--- src/rtl/seven_seg_pkg.sv ---
// seven_seg_pkg: segment patterns, types and index sizing
// shared by the seven_seg_scan display driver.
package seven_seg_pkg;

    typedef logic [6:0] seg_t;

    // Active-high patterns, bit 6 = a ... bit 0 = g.
    localparam seg_t SEG_BLANK = 7'b0000000;
    localparam seg_t SEG_0     = 7'b1111110;
    localparam seg_t SEG_1     = 7'b0110000;
    localparam seg_t SEG_2     = 7'b1101101;
    localparam seg_t SEG_3     = 7'b1111001;
    localparam seg_t SEG_4     = 7'b0110011;
    localparam seg_t SEG_5     = 7'b1011011;
    localparam seg_t SEG_6     = 7'b1011111;
    localparam seg_t SEG_7     = 7'b1110000;
    localparam seg_t SEG_8     = 7'b1111111;
    localparam seg_t SEG_9     = 7'b1111011;
    localparam seg_t SEG_A     = 7'b1110111;
    localparam seg_t SEG_B     = 7'b0011111;
    localparam seg_t SEG_C     = 7'b1001110;
    localparam seg_t SEG_D     = 7'b0111101;
    localparam seg_t SEG_E     = 7'b1001111;
    localparam seg_t SEG_F     = 7'b1000111;

    // Counter width able to hold 0..n-1, never below one bit.
    function automatic int idx_w(input int n);
        return (n <= 2) ? 1 : $clog2(n);
    endfunction

endpackage

--- src/rtl/seven_seg_scan_decode.sv ---
// seg_decode: nibble to active-high seven-segment pattern.
// Ports: code (4b) and hex_mode in; seg (7b, a = bit 6) out.
module seg_decode
    import seven_seg_pkg::*;
(
    input  logic [3:0] code,
    input  logic       hex_mode,
    output seg_t       seg
);

    always_comb begin
        seg = SEG_BLANK;
        case (code)
            4'h0: seg = SEG_0;
            4'h1: seg = SEG_1;
            4'h2: seg = SEG_2;
            4'h3: seg = SEG_3;
            4'h4: seg = SEG_4;
            4'h5: seg = SEG_5;
            4'h6: seg = SEG_6;
            4'h7: seg = SEG_7;
            4'h8: seg = SEG_8;
            4'h9: seg = SEG_9;
            4'hA: seg = hex_mode ? SEG_A : SEG_BLANK;
            4'hB: seg = hex_mode ? SEG_B : SEG_BLANK;
            4'hC: seg = hex_mode ? SEG_C : SEG_BLANK;
            4'hD: seg = hex_mode ? SEG_D : SEG_BLANK;
            4'hE: seg = hex_mode ? SEG_E : SEG_BLANK;
            4'hF: seg = hex_mode ? SEG_F : SEG_BLANK;
            default: seg = SEG_BLANK;
        endcase
    end

endmodule

--- src/rtl/seven_seg_scan.sv ---
// seven_seg_scan: time-multiplexed N-digit seven-segment driver.
// Ports: clk, rst_n, enable, load, digits_in, dp_in, blank_in,
//   lz_suppress in; seg_out, dp_out, an_out, frame_done out.
module seven_seg_scan
    import seven_seg_pkg::*;
#(
    parameter int N_DIGITS        = 4,
    parameter int REFRESH_DIV     = 50000,
    parameter int HEX_MODE        = 1,
    parameter int SEG_ACTIVE_HIGH = 1,
    parameter int AN_ACTIVE_HIGH  = 0
) (
    input  logic                  clk,
    input  logic                  rst_n,
    input  logic                  enable,
    input  logic                  load,
    input  logic [4*N_DIGITS-1:0] digits_in,
    input  logic [N_DIGITS-1:0]   dp_in,
    input  logic [N_DIGITS-1:0]   blank_in,
    input  logic                  lz_suppress,
    output logic [6:0]            seg_out,
    output logic                  dp_out,
    output logic [N_DIGITS-1:0]   an_out,
    output logic                  frame_done
);

    localparam int IW = idx_w(N_DIGITS);
    localparam int PW = idx_w(REFRESH_DIV);
    localparam logic HEX = (HEX_MODE != 0);
    localparam seg_t SEG_INV = (SEG_ACTIVE_HIGH != 0) ? '0 : '1;
    localparam logic DP_INV = (SEG_ACTIVE_HIGH == 0);
    localparam logic [N_DIGITS-1:0] AN_INV =
        (AN_ACTIVE_HIGH != 0) ? '0 : '1;

    logic [PW-1:0]         psc;
    logic [IW-1:0]         idx;
    logic [4*N_DIGITS-1:0] pend_dig, act_dig;
    logic [N_DIGITS-1:0]   pend_dp, act_dp;
    logic [N_DIGITS-1:0]   pend_blank, act_blank;
    logic                  pend_valid;
    logic                  tick, wrap, boundary;

    assign tick       = enable && (psc == PW'(REFRESH_DIV - 1));
    assign wrap       = tick && (idx == IW'(N_DIGITS - 1));
    assign frame_done = wrap;
    // While dark every cycle acts as a frame boundary.
    assign boundary   = wrap || !enable;

    always_ff @(posedge clk or negedge rst_n) begin
        if (!rst_n) begin
            psc <= '0;
            idx <= '0;
        end else if (!enable) begin
            psc <= '0;
            idx <= '0;
        end else if (tick) begin
            psc <= '0;
            idx <= wrap ? '0 : idx + 1'b1;
        end else begin
            psc <= psc + 1'b1;
        end
    end

    always_ff @(posedge clk or negedge rst_n) begin
        if (!rst_n) begin
            pend_dig   <= '0;
            pend_dp    <= '0;
            pend_blank <= '1;
            pend_valid <= 1'b0;
            act_dig    <= '0;
            act_dp     <= '0;
            act_blank  <= '1;
        end else begin
            if (load) begin
                pend_dig   <= digits_in;
                pend_dp    <= dp_in;
                pend_blank <= blank_in;
            end
            if (boundary) begin
                // A load on the boundary bypasses pending.
                if (load) begin
                    act_dig   <= digits_in;
                    act_dp    <= dp_in;
                    act_blank <= blank_in;
                end else if (pend_valid) begin
                    act_dig   <= pend_dig;
                    act_dp    <= pend_dp;
                    act_blank <= pend_blank;
                end
                pend_valid <= 1'b0;
            end else if (load) begin
                pend_valid <= 1'b1;
            end
        end
    end

    // sup[i]: digit i and every digit above it are zero.
    logic [N_DIGITS-1:0] sup;
    logic                run;

    always_comb begin
        run = 1'b1;
        sup = '0;
        for (int i = N_DIGITS - 1; i >= 0; i--) begin
            run    = run && (act_dig[4*i +: 4] == 4'd0);
            sup[i] = lz_suppress && run && (i != 0);
        end
    end

    logic [3:0] cur_code;
    logic       cur_dp, cur_dark;
    seg_t       cur_seg;

    always_comb begin
        cur_code = '0;
        cur_dp   = 1'b0;
        cur_dark = 1'b1;
        for (int i = 0; i < N_DIGITS; i++) begin
            if (idx == IW'(i)) begin
                cur_code = act_dig[4*i +: 4];
                cur_dp   = act_dp[i];
                cur_dark = act_blank[i] || sup[i];
            end
        end
    end

    seg_decode u_dec (
        .code     (cur_code),
        .hex_mode (HEX),
        .seg      (cur_seg)
    );

    seg_t                seg_q;
    logic                dp_q;
    logic [N_DIGITS-1:0] an_q;

    always_ff @(posedge clk or negedge rst_n) begin
        if (!rst_n) begin
            seg_q <= SEG_BLANK;
            dp_q  <= 1'b0;
            an_q  <= '0;
        end else if (!enable) begin
            seg_q <= SEG_BLANK;
            dp_q  <= 1'b0;
            an_q  <= '0;
        end else begin
            seg_q <= cur_dark ? SEG_BLANK : cur_seg;
            dp_q  <= cur_dp && !cur_dark;
            an_q  <= N_DIGITS'(1) << idx;
        end
    end

    assign seg_out = seg_q ^ SEG_INV;
    assign dp_out  = dp_q ^ DP_INV;
    assign an_out  = an_q ^ AN_INV;

endmodule

--- config.mk ---
export PLATFORM = sky130hd
export DESIGN_NAME = seven_seg_scan
export DESIGN_NICKNAME = d
export VERILOG_FILES = /design/src/rtl/seven_seg_pkg.sv /design/src/rtl/seven_seg_scan_decode.sv /design/src/rtl/seven_seg_scan.sv
export SDC_FILE = /design/constraint.sdc
export NUM_CORES = 1
export LEC_CHECK = 0
export BUFFER_PORTS_ARGS = -buffer_cell sky130_fd_sc_hd__clkbuf_2
export CORE_MARGIN = 2
export CORE_UTILIZATION = 35
export DETAILED_ROUTE_END_ITERATION = 10
export PLACE_DENSITY = 0.55
export SYNTH_ARGS = -nofsm -noshare
export SYNTH_HDL_FRONTEND = slang
export SYNTH_SLANG_ARGS = --single-unit
--- constraint.sdc ---
create_clock -name clk -period 2.5 [get_ports clk]
set_input_delay 0.375 -clock clk [delete_from_list [all_inputs] [get_ports clk]]
set_output_delay 0.375 -clock clk [all_outputs]
set_load 0.03 [all_outputs]
[After elaboration in Yosys (flattened, before gate mapping)]
Cells that the tools add are included.
Cells by class
  add/sub/neg operators: 2
  equal/unequal tests: 20
  shifts and indexed selects: 1
  mux-type cells: 30
  bitwise gates (word level): 1
  reductions and logical operators: 22
Operators by type and width (count)
  $pmux 7 s16: 1
  $mux 16: 4
  $mux 4: 9
  $eq 4x4->1 const B: 8
  $add 16x1->16 const B: 1
  $eq 16x16->1 const B: 1
  $eq 4x3->1 const B: 4
  $logic_not 4->1: 4
  $mux 7: 2
  $mux 1: 11
  $eq 4x2->1 const B: 2
  $logic_and 1x1->1: 8
  $mux 2: 3
  $eq 2x2->1 const B: 2
  $eq 4x1->1 const B: 1
  $logic_or 1x1->1: 4
  $not 4->4: 1
  $reduce_bool 2->1: 2
  $shl 1x2->4 const A: 1
  $add 2x1->2 const B: 1
  $eq 2x1->1 const B: 1
  $logic_not 1->1: 2
  $logic_not 2->1: 1
  $ne 2x1->1 const B: 1
  $reduce_and 2->1: 1
Storage, ports and cells
  flip-flop bits (word level): 79
  bits of input ports: 29
  output and inout bits: 13
  word-level logic and storage cells: 88

[Longest topological paths before layout]
Gate-level depths: netlist of run 1.
  word-level depth: 11
  gate-level depth with buffers: 9
  mapped depth without buffers: 7

[Cells and area by module]
From an unflattened synthesis of run 1, not the netlist that was laid out.
Unflattened totals
  cell total of the unflattened synthesis: 323
  area total of the unflattened synthesis: 3906.2 um^2
By module, submodules not included
  seven_seg_scan: instances 1, cells each 281, area each 3619.7 um^2, seq. area each 1986.9 um^2
  seg_decode: instances 1, cells each 42, area each 286.5 um^2, seq. area each 0.0 um^2

[Worst setup path before layout of run 1]
No wires, ideal clock.
  path kind: register to register
  start point: register idx[0]
  end point: register seg_q[6] (netlist: seg_out[6])
  setup time: 0.095 ns
  arrival: 1.924 ns
  data required time: 2.405 ns
  path slack: 0.481 ns
  stages on the path, launching flop included: 10
  buffers on the path: 2
  clock period less this slack: 2.019 ns
  cells stage by stage: dfrtp_1 -> inv_1 -> ha_1 -> buf_6 -> or2_4 -> a221o_1 -> o221a_4 -> buf_6 -> and3_1 -> a221oi_2
On the way
  word-level cells in the longest chain between the ends: 9
  elaborated cells between the ends (all ways): 31
  classes of those cells: eq/ne: 18; mux: 11; reduce/logical: 2
RTL lines
  from (decl): RTL line seven_seg_scan.sv:36  | logic [IW-1:0] idx;
  from (signal assigned): RTL line seven_seg_scan.sv:58  | idx <= wrap ? '0 : idx + 1'b1;
  $logic_not 2->1: RTL line seven_seg_scan.sv:119  | if (idx == IW'(i)) begin
  $mux 4 (4 in series): RTL line seven_seg_scan.sv:119
  $eq 4x4->1, or another cell as far along: RTL line seven_seg_scan_decode.sv:13  | case (code)
  $pmux 7 s16: RTL line seven_seg_scan_decode.sv:13
  $mux 7 *: RTL line seven_seg_scan.sv:147  | seg_q <= cur_dark ? SEG_BLANK : cur_seg;
  $mux 7 *: RTL line seven_seg_scan.sv:142  | end else if (!enable) begin
  to (signal assigned): RTL line seven_seg_scan.sv:147
  to (decl): RTL line seven_seg_scan.sv:133  | seg_t seg_q;
Mark *: on every way between the ends. The rest lies on a longest branch, timed or not.
A chain may end at the register's enable or synchronous reset.

[Worst setup path in the final report of run 1]
  start point: register idx[0]
  end point: register seg_q[1] (netlist: seg_out[1])
The elaborated chain is that of the path after synthesis.

==> out/metrics.cfg, run 1 <==
[detailed_routing]
routed.top_layer = met4
vias = 2428
wire_per_inst_um = 14.6
wl_met1_mm = 3.55
drtPass1Iterations = 4
drtAntennaViolNets = 0
drt-total-wl_mm = 7.11
drc = 0
met2_wirelength_mm = 3.24
vias_per_cell = 5.00
dr_wl_met3_um = 206
detail_route.iter0.violations = 138

[clock_network]
cts_root_buffer = clkbuf_8
numCtsBuffers = 9
clock_sinks = 79
cts_max_path_buffers = 2
htree_num_levels = 3
clkTransAtPathRegs_ns = 0.08
clock_latency_ns = 0.35
cts_tree = built

[worst_setup_path]
crit_arrival_ns = 2.52
path_max_fanout = 16
required_ns = 2.75
critPathBufInv = 0
end_kind = register
crit_slowest_cell = dfrtp_1
rr_endpoint = seg_out[1]$_DFF_PN0_
r2r_slack_ns = 0.23
crit_type = reg -> reg
cpPeakStageDelay_ns = 0.43
crit_family = adder cells
regToRegStartpoint = idx[0]$_DFFE_PN0P_
cp-start-kind = register
r2r_cells = 6
worstPathCellList = ha_1, nand2b_1, o21ai_0, nor2_1, maj3_2, a221oi_2
cp-startpoint = idx[0]$_DFFE_PN0P_

[floorplanning]
start_util_pct = 36.1
dieHeight_um = 107
std_cell_rows = 37
chipWidth_um = 107
die-area_um2 = 11500
ios = 42
core_um2 = 10400

[finish]
multi_input_area_um2 = 1600
syn2layout_area_growth_pct = 14.8
final_common_cell = dfrtp_1
drive_gt1_share_pct = 37.4
fillers = 1002
register_area_um2 = 1990
layout.nets = 379
fin_util_pct = 41.4
layout.cells.most_common_list = 71 x dfrtp_1, 45 x mux2_2, 40 x clkbuf_2
antenna_cells = 0

[worst_hold_path]
hold_path_class = in -> async

[sta]
final.setup.tns_ns = 0
skew_ns = 0.0137
fmax_mhz = 441
setup_viol = 0
rsz0062_at_grt = false
fin_crit_sh_pct = 90.7
hold_viol = 0
slew_headroom_pct = 66.7
tightest_slew_ns = 0.499
layout_min_cycle_time_ns = 2.27
drv_slew = 0

[yosys]
ys_seq_area_share_pct = 53.1
synth_top_cell_by_area = dfrtp_1
synth.top_cell.area_share_pct = 47.5
synth_cell_types = 51
syn_avg_cell_area_um2 = 12.5
ys_ff_latch = 79
yosys_warnings = 0
synth_area_um2 = 3740
synthesis.nets = 333
netlist_top_cells_area = dfrtp_1 47%, mux2_2 14%, dfstp_2 5.6%
syn_inst = 299

[flow_run]
drv_cap = 0

[global_routing]
first_global_vias = 2439
grt_pass1_wl_mm = 12.2
grt_antenna_before_repair = 0
grt_usage_pct = 13.6
globalRouteOverflowTotal = 0
grt_max_degree = 80

[run_status]
status = complete, no violations

[pwr]
intPower_uw = 2230
max-vdd-ir-drop_uv = 248
power_switching_share_pct = 27.1
powerDensity_nw_per_um2 = 711
power.leakage_uw = 0.00184
p_clk_share_pct = 34.2
power.net_switching_uw = 829
pwr-share-seq_pct = 49.7
combPwrFrac_pct = 16.1

[place]
dpl.hpwl_mm = 5.08
place_congestion = 0.788
port_buffers = 41

==> cells in the mapped netlist (all sizes together) <==
master / number
nor2b: 4
dfstp: 8
and2: 5
inv: 13
nor3: 7
a21boi: 1
nand4: 4
nand2b: 2
and3: 6
or2b: 1
a21oi: 5
xor2: 3
and4bb: 2
maj3: 1
ha: 5
or3: 5
dfrtp: 71
mux2i: 1
mux2: 48
a221o: 4
nand2: 8
a211oi: 8
or2: 1
nor4: 1
clkbuf: 4
o21a: 2
a221oi: 8
buf: 9
nor4b: 2
nand3b: 1
and2b: 2
or4: 3
nand3: 8
o21ai: 16
o221a: 1
o211ai: 2
nor3b: 2
xnor2: 8
nor2: 17
==> sequential cells by signal (all words and copies together) (netlist names) <==
signal      flops
act_blank       4
act_dig        16
act_dp          4
an_q            4
dp_out          1
idx             2
pend_blank      4
pend_dig       16
pend_dp         4
pend_valid      1
psc            16
seg_out         7
==> kinds of logic after synthesis <==
logic type | Yosys count | share of synthesized area [%]
and+or+nand+nor | 81 | 13.3
DFF | 79 | 53.1
muxes | 49 | 14.7
AOI/OAI and AO/OA | 47 | 10.1
buffers and inverters | 26 | 4.24
xor gates and xnor gates | 11 | 2.57
adders and majority gates | 6 | 1.97
==> layer usage <==
layer / vias to the layer above / track usage [%]
met5: - / 0
li1: 1168 / -
met2: 42 / 20.5
met4: 0 / 5.40
met3: 11 / 2.97
met1: 1207 / 19.0
==> repair_timing <==
action	CTS	global route
resized for setup	0	0
hold buffers	0	0
endpoints found under the hold margin	0	0
buffers inserted	0	1
setup endpoints to repair	0	7
==> how the worst max path moves through the flow <==
stage / end / slack [ns] / depth (start not counted)
finish: seg_out[1]$_DFF_PN0_ / 0.23 / 6
global route: seg_out[5]$_DFF_PN0_ / 0.03 / 6
CTS: seg_out[5]$_DFF_PN0_ / 0.17 / 7
detailed placement: seg_out[5]$_DFF_PN0_ / 0.20 / 7
global placement: seg_out[4]$_DFF_PN0_ / 0.31 / 7
floorplan: seg_out[6]$_DFF_PN0_ / 0.48 / 9
==> through the flow <==
stage | cell area, µm² | instances | power [µW] | setup slack, ns | hold slack [ns]
global route | 4300 | 486 | 3230 | 0.0307 | 0.0508
global placement | 4070 | 469 | 2030 | 0.305 | 0.433
detailed placement | 4070 | 469 | 2040 | 0.202 | 0.434
finish | 4300 | 486 | 3060 | 0.233 | 0.0323
floorplan | 3740 | 299 | 1880 | 0.481 | 0.0794
CTS | 4290 | 485 | 3090 | 0.169 | 0.0491
==> cell type report <==
class	instances	area share, %
flip-flops and latches	79	46.2
multi-input cells	194	37.2
repair buffers	48	6.35
well taps	136	3.96
clock buffers	10	2.97
clock inverters	6	2.18
inverters	13	1.14
==> power by group through the flow <==
stage	Combinational (µW)	Sequential, µW	Clock (µW)
after floorplan	323	1560	0
after global placement	483	1550	0
after detailed placement	490	1550	0
after CTS	493	1520	1080
after global routing	542	1540	1150
final	491	1520	1050
(Power assumes the default switching activity.)
==> run 2: changes to the inputs <==
--- a/config.mk
+++ b/config.mk
@@ -9,7 +9,8 @@
 export CORE_MARGIN = 2
 export CORE_UTILIZATION = 35
 export DETAILED_ROUTE_END_ITERATION = 10
-export PLACE_DENSITY = 0.55
+export GPL_TIMING_DRIVEN = 0
+export PLACE_DENSITY_LB_ADDON = 0.08
 export SYNTH_ARGS = -nofsm -noshare
 export SYNTH_HDL_FRONTEND = slang
 export SYNTH_SLANG_ARGS = --single-unit
==> run 2 against run 1 <==
Compared with the run above:
- the run now ends with negative hold slack left
- cell area grew 2.1%
- setup slack lost 0.080 ns
- clock power is essentially flat
- register-to-register slack lost 0.08 ns
- die area is the same
- non-clock buffer count grew 7
- sequential power is essentially flat
- clock skew shrank 0.0049 ns
- cell count grew 1.4%
- global-route usage grew 0.79 points
- first-iteration DRC count shrank 36%
- largest cell class unchanged
==> out/metrics.cfg, run 2 (same netlist as run 1, synthesis figures left out) <==
[sta]
layout_min_cycle_time_ns = 2.35
fin_crit_sh_pct = 93.9
hold_viol = 2
rsz0062_at_grt = false
skew_ns = 0.00884
whs_ns = -0.00334
fin_ws_ns = 0.153
setup_viol = 0
slew_headroom_pct = 59.1
tightest_slew_ns = 0.613
fmax_mhz = 426
final.setup.tns_ns = 0
drv_slew = 0

[run_status]
status = finished, violations left
violations = negative hold slack

[detailed_routing]
wire_per_inst_um = 15.3
drc = 0
vias = 2444
drt-total-wl_mm = 7.53
vias_per_cell = 4.96
drtAntennaViolNets = 0
detail_route.iter0.violations = 88
drtPass1Iterations = 4

[worst_setup_path]
rr_endpoint = seg_out[4]$_DFF_PN0_
critPathBufInv = 1
cp-start-kind = register
path_max_fanout = 10
crit_family = compound AO/OA/AOI/OAI gates
r2r_cells = 7
crit_type = reg -> reg
crit_arrival_ns = 2.56
end_kind = register
cp.depth = 7
worstPathCellList = ha_1, buf_2, nor3b_1, a221o_1, o21ai_0, o21ai_0, a221oi_1
cpMostUsedCell = o21ai_0
regToRegStartpoint = idx[0]$_DFFE_PN0P_
r2r_slack_ns = 0.15
crit_slowest_cell = dfrtp_1
cpPeakStageDelay_ns = 0.43
required_ns = 2.71

[clock_network]
clock_latency_ns = 0.36
cts_root_buffer = clkbuf_8
cts_max_path_buffers = 2
htree_num_levels = 3
clkTransAtPathRegs_ns = 0.09
clock_sinks = 79
cts_tree = built
cts_hold_buf = 0
numCtsBuffers = 9

[place]
placed_cells = 476
pre_cts_ws_ns = 0.0687
port_buffers = 40
dpl.hpwl_mm = 5.48
place_congestion = 0.825

[global_routing]
grt.met2_usage_pct = 20.6
globalRouteOverflowTotal = 0
grt_pass1_wl_mm = 12.5
grt_max_degree = 46
grt_usage_pct = 14.4
grt_use_met1_pct = 20.6
top_usage_layer = met1
first_global_vias = 2338
grt_use_met3_pct = 4.60
grt_antenna_before_repair = 0

[finish]
fillers = 1036
layout.cells.non_filler = 493
fin_util_pct = 42.3
final_common_cell = dfrtp_1
multi_input_area_um2 = 1610
antenna_cells = 0
layout.nets = 386
drive_gt1_share_pct = 37.5
layout.cells.most_common_list = 71 x dfrtp_1, 45 x mux2_2, 39 x clkbuf_2
syn2layout_area_growth_pct = 17.2
largestRegisters = act_dig: 16 flops, pend_dig: 16 flops, psc: 16 flops
register_area_um2 = 1990

[pwr]
intPower_uw = 2240
powerDensity_nw_per_um2 = 705
p_clk_share_pct = 34.4
power_switching_share_pct = 27.5
combPwrFrac_pct = 16.5
max-vdd-ir-drop_uv = 333
power.net_switching_uw = 850
power.leakage_uw = 0.00188
pwr-share-seq_pct = 49.2
power_uw = 3090

[floorplanning]
chipWidth_um = 107
core_um2 = 10400
die-area_um2 = 11500
ios = 42
start_util_pct = 36.1
dieHeight_um = 107
std_cell_rows = 37

[worst_hold_path]
hold_path_class = in -> async

[flow_run]
drv_cap = 0

[run 2: power by group through the flow]
stage	Sequential [µW]	Clock (µW)	Combinational [µW]
2_1_floorplan	1560	0	323
3_3_place_gp	1550	0	496
3_5_place_dp	1550	0	508
4_1_cts	1520	1100	509
5_1_grt	1540	1150	567
6_report	1520	1060	509
[run 2: how the worst max path moves through the flow]
| stage | to | from |
|---|---|---|
| 6_report | seg_out[4]$_DFF_PN0_ | idx[0]$_DFFE_PN0P_ |
| 5_1_grt | seg_out[6]$_DFF_PN0_ | idx[0]$_DFFE_PN0P_ |
| 4_1_cts | seg_out[3]$_DFF_PN0_ | idx[1]$_DFFE_PN0P_ |
| 3_5_place_dp | seg_out[3]$_DFF_PN0_ | idx[1]$_DFFE_PN0P_ |
| 3_3_place_gp | seg_out[3]$_DFF_PN0_ | idx[1]$_DFFE_PN0P_ |
| 2_1_floorplan | seg_out[6]$_DFF_PN0_ | idx[0]$_DFFE_PN0P_ |
[run 2: final cells by class]
| cell class | instances | area share [%] |
|---|---|---|
| sequential | 79 | 45.3 |
| multi-input combinational | 194 | 36.8 |
| timing repair buffer | 42 | 5.42 |
| tap | 136 | 3.88 |
| clock buffer | 10 | 2.91 |
| buffer | 13 | 2.51 |
| clock inverter | 6 | 2.08 |
| inverter | 13 | 1.11 |
[run 2: per-layer routing]
layer	vias up	wire [µm]	part of all wire, %
met1	1200	3730	50
met2	50	3390	45
met3	7	322	4.3
met4	0	81	1.1
li1	1187	-	-
met5	-	0	0
[run 2: what timing repair did]
item / in CTS / in global routing
resized for setup: 0 / 2
endpoints found under the setup margin: 0 / 7
hold endpoints to repair: 0 / 0
buffers inserted: 0 / 1
[run 2: stage by stage]
| stage | hold WS, ns | area (µm²) |
|---|---|---|
| after floorplan | 0.0794 | 3740 |
| after global placement | 0.473 | 4110 |
| after detailed placement | 0.414 | 4140 |
| after CTS | 0.0140 | 4360 |
| after global routing | 0.0283 | 4390 |
| final | -0.00334 | 4390 |
==> run 3: changes to the inputs <==
--- a/config.mk
+++ b/config.mk
@@ -11,6 +11,8 @@
 export DETAILED_ROUTE_END_ITERATION = 10
 export GPL_TIMING_DRIVEN = 0
 export PLACE_DENSITY_LB_ADDON = 0.08
+export REMOVE_ABC_BUFFERS = 1
 export SYNTH_ARGS = -nofsm -noshare
 export SYNTH_HDL_FRONTEND = slang
+export SYNTH_HIERARCHICAL = 1
 export SYNTH_SLANG_ARGS = --single-unit
==> run 3 against run 2 <==
Compared with the run above:
- the run now ends clean
- clock power down 6%
- global-route usage grew 0.85 points
- core utilization increased by 0.68 points
- register-to-register slack improved by 0.02 ns
- flip-flop and latch count unchanged
- critical path depth fell by 2
- maximum frequency fell by 0.22%
- synthesized cell count is 8.0% higher
- die area is 4.2% higher
- first-iteration DRC count is 42% higher
- area after synthesis rose by 4.3%
- critical path type is now reg -> out
==> out/metrics.cfg, run 3 <==
[run_status]
status = complete, no violations

[clock_network]
clock_latency_ns = 0.36
clock_sinks = 79
cts_tree = built
clkTransAtPathRegs_ns = 0.08
cts_hold_buf = 0
htree_num_levels = 3
cts_root_buffer = clkbuf_8
numCtsBuffers = 9
cts_max_path_buffers = 2

[floorplanning]
core_um2 = 10900
die-area_um2 = 12000
chipWidth_um = 110
start_util_pct = 35.9
std_cell_rows = 38
dieHeight_um = 110
ios = 42

[yosys]
synth_top_cell_by_area = dfrtp_1
yosys_warnings = 6
ys_seq_area_share_pct = 50.9
synth_area_um2 = 3910
syn_inst = 323
async_flop_share_pct = 100
synth_flop_cell = dfrtp_1
ys_top_cells_by_count = 71 x dfrtp_1, 28 x mux2_2, 27 x nor2_1
syn_avg_cell_area_um2 = 12.1
synth_cell_types = 62
ys_ff_latch = 79
synth.top_cell.area_share_pct = 45.5
synth.most_common_cell = dfrtp_1
synth_edf_count = 0
netlist_top_cells_area = dfrtp_1 45%, mux2_2 8.1%, mux2_4 7.7%

[place]
place_congestion = 0.820
placed_cells = 490
pre_cts_ws_ns = -0.710
dpl.hpwl_mm = 5.38
place_area_um2 = 4210
port_buffers = 41

[pwr]
max-vdd-ir-drop_uv = 332
combPwrFrac_pct = 21.5
power_uw = 3210
power.net_switching_uw = 922
pwr-share-seq_pct = 47.3
power.leakage_uw = 0.00204
intPower_uw = 2290
powerDensity_nw_per_um2 = 685
power_switching_share_pct = 28.7
p_clk_share_pct = 31.2

[worst_setup_path]
rr_endpoint = seg_out[0]$_DFF_PN0_
crit_end = frame_done
regToRegStartpoint = idx[1]$_DFFE_PN0P_
cp-startpoint = psc[0]$_DFF_PN0_
required_ns = 2.12
cp-start-kind = register
r2r_slack_ns = 0.17
crit_type = reg -> out
crit_arrival_ns = 1.98
path_max_fanout = 6
r2r_cells = 11
end_kind = output port

[finish]
fillers = 1044
syn2layout_area_growth_pct = 19.8
layout.cells.most_common_list = 70 x dfrtp_1, 40 x clkbuf_2, 28 x mux2_2
design_area_um2 = 4680
final_common_cell = dfrtp_1
largestRegisters = act_dig: 16 flops, pend_dig: 16 flops, psc: 16 flops
antenna_cells = 0
layout.nets = 411
layout.cells.non_filler = 522
drive_gt1_share_pct = 41.9

[detailed_routing]
routed.top_layer = met4
drtPass1Iterations = 5
vias_per_cell = 5.00
met2_wirelength_mm = 4.08
wire_per_inst_um = 15.7
wl_met1_mm = 3.75
drt-total-wl_mm = 8.21
drc = 0
detail_route.iter0.violations = 125
dr_wl_met3_um = 307
drtAntennaViolNets = 0
vias = 2610

[sta]
fmax_mhz = 425
tightest_slew_ns = 0.813
fin_crit_sh_pct = 94.1
rsz0062_at_grt = false
fin_ws_ns = 0.148
skew_ns = 0.0141
drv_slew = 0
whs_ns = 0.0290
setup_viol = 0
slew_headroom_pct = 45.2
hold_viol = 0
layout_min_cycle_time_ns = 2.35

[global_routing]
grt_antenna_before_repair = 0
globalRouteOverflowTotal = 0
first_global_vias = 2655
grt_usage_pct = 15.2
grt_max_degree = 44
grt_pass1_wl_mm = 13.8

[worst_hold_path]
hold_path_class = in -> async

[flow_run]
drv_cap = 0

[run 3: changes by cell type in the layout (fill, tap and decap cells not counted), moves of 5 or more]
cell      delta
a21oi_1      +9
buf_4       +11
mux2_2      -17
mux2_4      +20
nand2_1      +6
nor2_1      +10
nor3_1       -5
o211ai_1     +5
o21ai_0      -5
[run 3: how the worst min path moves through the flow]
stage,to,startpoint,depth (start not counted)
global route,idx[1]$_DFFE_PN0P_,rst_n,1
floorplan,act_dig[0]$_DFFE_PN0P_,rst_n,0
detailed placement,psc[13]$_DFF_PN0_,rst_n,1
finish,psc[15]$_DFF_PN0_,rst_n,1
CTS,idx[1]$_DFFE_PN0P_,rst_n,1
global placement,pend_dp[0]$_DFFE_PN0P_,pend_dp[0]$_DFFE_PN0P_,1
[run 3: logic make-up (layout without fill, tap and decap cells)]
kind of cell    after synthesis  after routing  synth area share (%)
flops                        79             79                  50.9
fa+ha+maj                     5              5                  1.60
simple gates                 91             91                  13.7
other cells                   1              1                0.0960
compound gates               55             56                  10.1
xor+xnor                     13             13                  2.91
mux                          50             50                  16.3
buf+inv                      29             87                  4.48
[run 3: metrics by stage]
| stage | setup TNS, ns | utilization (%) |
|---|---|---|
| floorplan | -2.20 | - |
| global placement | -9.79 | 38.2 |
| detailed placement | -9.41 | 38.7 |
| CTS | -0.0281 | 41.8 |
| global route | 0 | 43.0 |
| finish | 0 | 43.0 |
[run 3: worst max-delay path, stage by stage (launching register included)]
cell and delay [ns]:
dfrtp_1 0.44, ha_1 0.26, and3_1 0.29, nand4_4 0.19, and2b_2 0.26, clkbuf_2 0.19
[run 3: cell type report]
type / instances / area (µm²) / area share, %
Sequential cell: 79 / 1990 / 42.5
Multi-Input combinational cell: 216 / 1880 / 40.1
Timing Repair Buffer: 58 / 384 / 8.21
Tap cell: 140 / 175 / 3.74
Clock buffer: 11 / 141 / 3.02
Clock inverter: 5 / 65.1 / 1.39
Inverter: 13 / 48.8 / 1.04
[run 3: repair_timing]
| item | CTS | global route |
|---|---|---|
| buffers inserted | 7 | 8 |
| gates cloned | 1 | 0 |
| pin swaps | 3 | 4 |
| endpoints found under the setup margin | 31 | 15 |
| gates resized for setup | 11 | 9 |
[run 3: power groups by stage]
stage,logic [µW],clock network [µW],registers [µW]
floorplan,390,0,1550
global placement,579,0,1540
detailed placement,601,0,1540
CTS,653,1040,1520
global route,760,1110,1540
finish,691,1000,1520
[run 3: metal layers]
metal | global-route usage [%] | up-vias
li1 | - | 1271
met2 | 25.4 | 40
met3 | 4.45 | 7
met4 | 3.53 | 0
met1 | 19.6 | 1292
met5 | 0 | -
